**src/rtl/div_seq.sv**
```systemverilog
// div_seq: sequential restoring divider that sequences {remainder, quotient} writes into HI/LO.
// Ports: clk, reset (sync, active-high); start/dividend/divisor request a divide (sampled in IDLE);
// busy is high in RUN and DONE; done and hilo_we pulse for one cycle in DONE;
// div_ans = {rem, quot} and div_by_zero hold until the next result is loaded.
// DIV_SIGNED_EN adds signed_op for signed division with sign fixup on the edge entering DONE.
module div_seq #(
  parameter int WIDTH = 32
) (
  input  logic               clk,
  input  logic               reset,
  input  logic               start,
  input  logic [WIDTH-1:0]   dividend,
  input  logic [WIDTH-1:0]   divisor,
`ifdef DIV_SIGNED_EN
  input  logic               signed_op,
`endif
  output logic               busy,
  output logic               done,
  output logic               hilo_we,
  output logic [2*WIDTH-1:0] div_ans,
  output logic               div_by_zero
);
  localparam int CW = (WIDTH > 1) ? $clog2(WIDTH) : 1;
  typedef enum logic [1:0] {IDLE, RUN, DONE} stateT;
  stateT state, nextState;
  logic [CW-1:0] cnt;
  logic [WIDTH-1:0] remR, quotR, divR;
  logic [WIDTH:0] t;
  logic ge;
  logic [WIDTH-1:0] stepRem, stepQuot, resRem, resQuot, aMag, bMag;
  logic accept;
`ifdef DIV_SIGNED_EN
  logic aNeg, bNeg, negQ, negR;
`endif
  always_comb begin
    accept = state == IDLE && start;
    t = {remR, quotR[WIDTH-1]};
    ge = t >= {1'b0, divR};
    // t < divisor implies t[WIDTH] is clear, so WIDTH bits always hold the remainder
    stepRem = ge ? WIDTH'(t - {1'b0, divR}) : t[WIDTH-1:0];
    stepQuot = (quotR << 1) | WIDTH'(ge);
`ifdef DIV_SIGNED_EN
    aNeg = signed_op & dividend[WIDTH-1];
    bNeg = signed_op & divisor[WIDTH-1];
    aMag = aNeg ? -dividend : dividend;
    bMag = bNeg ? -divisor : divisor;
    resQuot = negQ ? -stepQuot : stepQuot;
    resRem = negR ? -stepRem : stepRem;
`else
    aMag = dividend;
    bMag = divisor;
    resQuot = stepQuot;
    resRem = stepRem;
`endif
    nextState = state == IDLE ? (start ? (divisor == '0 ? DONE : RUN) : IDLE)
              : state == RUN  ? (cnt == '0 ? DONE : RUN)
              : IDLE;
  end
  always_ff @(posedge clk) begin
    if (reset) begin
      state <= IDLE;
      cnt <= '0;
      remR <= '0;
      quotR <= '0;
      divR <= '0;
      busy <= 1'b0;
      done <= 1'b0;
      hilo_we <= 1'b0;
      div_ans <= '0;
      div_by_zero <= 1'b0;
`ifdef DIV_SIGNED_EN
      negQ <= 1'b0;
      negR <= 1'b0;
`endif
    end else begin
      state <= nextState;
      busy <= nextState != IDLE;
      done <= nextState == DONE;
      hilo_we <= nextState == DONE;
      if (accept) begin
        remR <= '0;
        quotR <= aMag;
        divR <= bMag;
        cnt <= CW'(WIDTH - 1);
`ifdef DIV_SIGNED_EN
        negQ <= aNeg ^ bNeg;
        negR <= aNeg;
`endif
        // zero divisor skips RUN, so the result is loaded straight from the raw operands
        if (divisor == '0) begin
          div_ans <= {dividend, {WIDTH{1'b1}}};
          div_by_zero <= 1'b1;
        end
      end else if (state == RUN) begin
        remR <= stepRem;
        quotR <= stepQuot;
        cnt <= cnt == '0 ? cnt : cnt - 1'b1;
        if (cnt == '0) begin
          div_ans <= {resRem, resQuot};
          div_by_zero <= 1'b0;
        end
      end
    end
  end
endmodule
```
**config.mk**
```make
export PLATFORM = sky130hd
export DESIGN_NAME = div_seq
export DESIGN_NICKNAME = d
export VERILOG_FILES = /design/src/rtl/div_seq.sv
export SDC_FILE = /design/constraint.sdc
export NUM_CORES = 1
export LEC_CHECK = 0
export CAP_MARGIN = 20
export CORE_MARGIN = 4
export CORE_UTILIZATION = 51
export CTS_BUF_LIST = sky130_fd_sc_hd__clkbuf_8
export DETAILED_ROUTE_END_ITERATION = 7
export PLACE_DENSITY = 0.81
export SKIP_CTS_REPAIR_TIMING = 1
export SLEW_MARGIN = 30
export SYNTH_ARGS = -nofsm -noshare
export SYNTH_HDL_FRONTEND = slang
export SYNTH_SLANG_ARGS = --single-unit
```
**constraint.sdc**
```tcl
create_clock -name clk -period 2.7 [get_ports clk]
set_clock_uncertainty 0.2 [all_clocks]
set_input_delay 0.27 -clock clk [delete_from_list [all_inputs] [get_ports clk]]
set_output_delay 0.27 -clock clk [all_outputs]
set_load 0.02 [all_outputs]
```
==> impl_metrics.py <==
metrics = {
    "yosys": {
        "synthCells": 1106,
        "ys.flop_type": "dfxtp_1",
        "synth-edff-count": 0,
        "synthArstFlopShare_pct": 0,
        "syn_nets": 1208,
        "ys_ff_latch": 170,
        "synth_area_sq_um": 9000,
        "synth_warnings": 0,
        "yosysSeqAreaShare_pct": 37.8,
        "synth.distinct_cells": 68,
        "postSynthAreaPerCell_sq_um": 8.14,
    },
    "layout": {
        "syn_to_final_growth_pct": 51.1,
        "final_util_pct": 78.6,
        "final-seq-area_sq_um": 3440,
        "multi_input_area_sq_um": 6160,
        "nFillCells": 1062,
        "n_antenna_cell": 0,
        "fin_nets": 1469,
        "finalInstanceArea_sq_um": 13600,
        "drive_gt1_share_pct": 34.3,
    },
    "status": {
        "status": "finished, violations left",
        "violations": "hold timing, setup timing",
    },
    "clocking": {
        "clockRootBuffer": "clkbuf_8",
        "clkLatencyLatePin_ns": 0.52,
        "cts_tree": "yes",
        "clk_path_buf_depth": 2,
        "cts.clk_slew.worst_paths_ns": 0.11,
        "cts_inserted_buffers": 17,
        "cts_sinks": 170,
        "ctsHtreeMaxLevel": 4,
    },
    "sta": {
        "final_max_slew_viol_count": 0,
        "max-slew-margin-rel_pct": 40.2,
        "timing.hold.ws_ns": -0.0118,
        "finalSetupViolations": 65,
        "setup_ws_ns": -0.472,
        "fin_crit_ns": 3.17,
        "min_period_over_period_pct": 117,
        "report.final.hold_viol_count": 6,
        "worstMarginPinSlew_ns": 0.897,
        "rsz0062_at_grt": "yes",
        "max_freq_mhz": 315,
    },
    "place": {
        "io_buffers": 134,
        "place_hpwl_mm": 20.5,
        "gp_congestion": 0.947,
        "dpl-instance-area_sq_um": 11700,
    },
    "critical_path": {
        "endpoint_kind": "register",
        "worstPathRequired_ns": 2.88,
        "start_kind": "register",
        "path_class": "register to register",
        "cp.arrival_ns": 3.35,
        "path_max_fanout": 5,
    },
    "detailed_routing": {
        "avgRoutedWirePerCell_um": 20.6,
        "via_count": 9924,
        "first_iter_violations": 964,
        "drc_errors": 0,
        "drt_pre_antenna_iters": 6,
        "routed_via_density": 6.18,
        "ant_nets": 0,
        "wirelength_mm": 33.1,
    },
    "floorplan": {
        "pin_count": 135,
        "fp.dieH_um": 141,
        "die_w_um": 141,
        "initial_core_util_pct": 52.0,
        "coreArea_sq_um": 17300,
        "dieArea_sq_um": 19800,
        "rows": 48,
    },
    "global_route": {
        "grt_max_degree": 88,
        "track_usage_pct": 27.9,
        "antenna_found_initial": 0,
        "grt_pass1_wl_mm": 45.0,
        "overflow": 0,
        "grt_pass1_vias": 9070,
    },
    "power_and_ir_drop": {
        "peakVddDrop_mv": 0.466,
        "p_leak_nw": 5.32,
        "p_per_area_nw_per_um2": 749,
    },
    "job": {
        "cap_violations": 0,
    },
    "min_path": {
        "worstHoldPathType": "input pin to register",
    },
}
==> area by class of cell <==
class / count / share of cell area (%)
sequential: 170 / 25.3
inverter: 72 / 1.99
multi-input combinational: 776 / 45.3
clock inverter: 15 / 1.68
clock buffer: 17 / 1.72
tap: 225 / 2.07
timing repair buffer: 330 / 22.0
==> layout by cell type, fill, tap and decap left out, types with 19 or more instances in the layout <==
master,instances
a21o_1,37
a21oi_1,99
dfxtp_2,25
nor2_1,88
nand2_1,120
a211oi_2,25
mux2i_4,19
inv_1,63
o221a_2,31
buf_4,172
ha_4,21
a21oi_2,24
dfxtp_1,144
nor3_1,39
a211oi_1,34
clkdlybuf4s50_1,133
o21ai_0,30
==> worst paths after layout <==
kind	end	slack (ns)	startpoint	cells after the start
setup / recovery	div_ans[52]	-0.47	divR[1]	13
hold / removal	div_ans[42]	-0.01	reset	2
setup reg to reg	div_ans[52]	-0.47	divR[1]	13
hold reg to reg	divR[24]	0.26	divR[24]	2
==> stage by stage <==
step | power [mW] | hold WS, ns | setup TNS, ns | setup slack, ns | std cells
4_1_cts | 8.53 | -0.0255 | -18.44 | -0.487 | 1588
5_1_grt | 10.5 | 0.00658 | -24.79 | -0.547 | 1605
3_5_place_dp | 6.47 | 0.248 | -15.95 | -0.419 | 1556
2_1_floorplan | 5.05 | 0.198 | -2.13 | -0.133 | 1106
3_3_place_gp | 6.42 | 0.242 | -11.47 | -0.342 | 1556
6_report | 10.2 | -0.0118 | -21.03 | -0.472 | 1605
==> sequential cells by signal (all words and copies together), names as in the netlist <==
name and flops:
busy 1, cnt 5, divR 32, div_ans 64
div_by_zero 1, hilo_we 1, quotR 32, remR 32
state 2
==> cell families after synthesis <==
group,share of synthesized area [%]
AOI/OAI and AO/OA,27.9
and+or+nand+nor,15.8
DFF,37.8
buffers and inverters,7.30
adders and majority gates,4.95
xor gates and xnor gates,3.11
muxes,3.13
==> synth_stat cells (9+ instances only) <==
cell / n / area [sq um]
nor4_1: 9 / 56.3
a211oi_1: 61 / 458
xor2_1: 15 / 131
dfxtp_1: 170 / 3400
nand2_1: 127 / 477
ha_1: 34 / 425
a21o_1: 37 / 278
clkbuf_1: 69 / 259
inv_1: 71 / 267
o221a_2: 32 / 360
nor2_1: 97 / 364
nand3_1: 9 / 45.0
xnor2_1: 17 / 149
o21ai_0: 41 / 205
buf_2: 9 / 45.0
nor3_1: 41 / 205
nand4_1: 11 / 68.8
a21oi_1: 125 / 626
mux2i_1: 27 / 270
==> worst max-delay path, cell delays in order, from the launching register on <==
cell and delay [ns]:
dfxtp_2 0.36, inv_1 0.07, ha_1 0.31, nor2b_4 0.21
o21bai_4 0.10, a211oi_4 0.27, o21ai_2 0.13, a2111oi_4 0.34
or2_4 0.27, buf_12 0.13, clkbuf_16 0.17, mux2i_4 0.26
a21o_1 0.16, a21oi_1 0.07
==> per-layer routing <==
metal	up-vias	wire length (um)	GRT usage, %
li1	4455	-	-
met1	4750	13000	35.9
met2	565	15900	47.2
met3	154	2500	5.16
met4	0	1660	9.33
met5	-	0	0
==> where the power goes <==
part | switching, mW | internal (mW) | total [mW]
combinational | 2.61 | 2.55 | 5.17
sequential | 0.156 | 2.72 | 2.88
clock | 1.17 | 0.972 | 2.15
(Power assumes the default switching activity.)
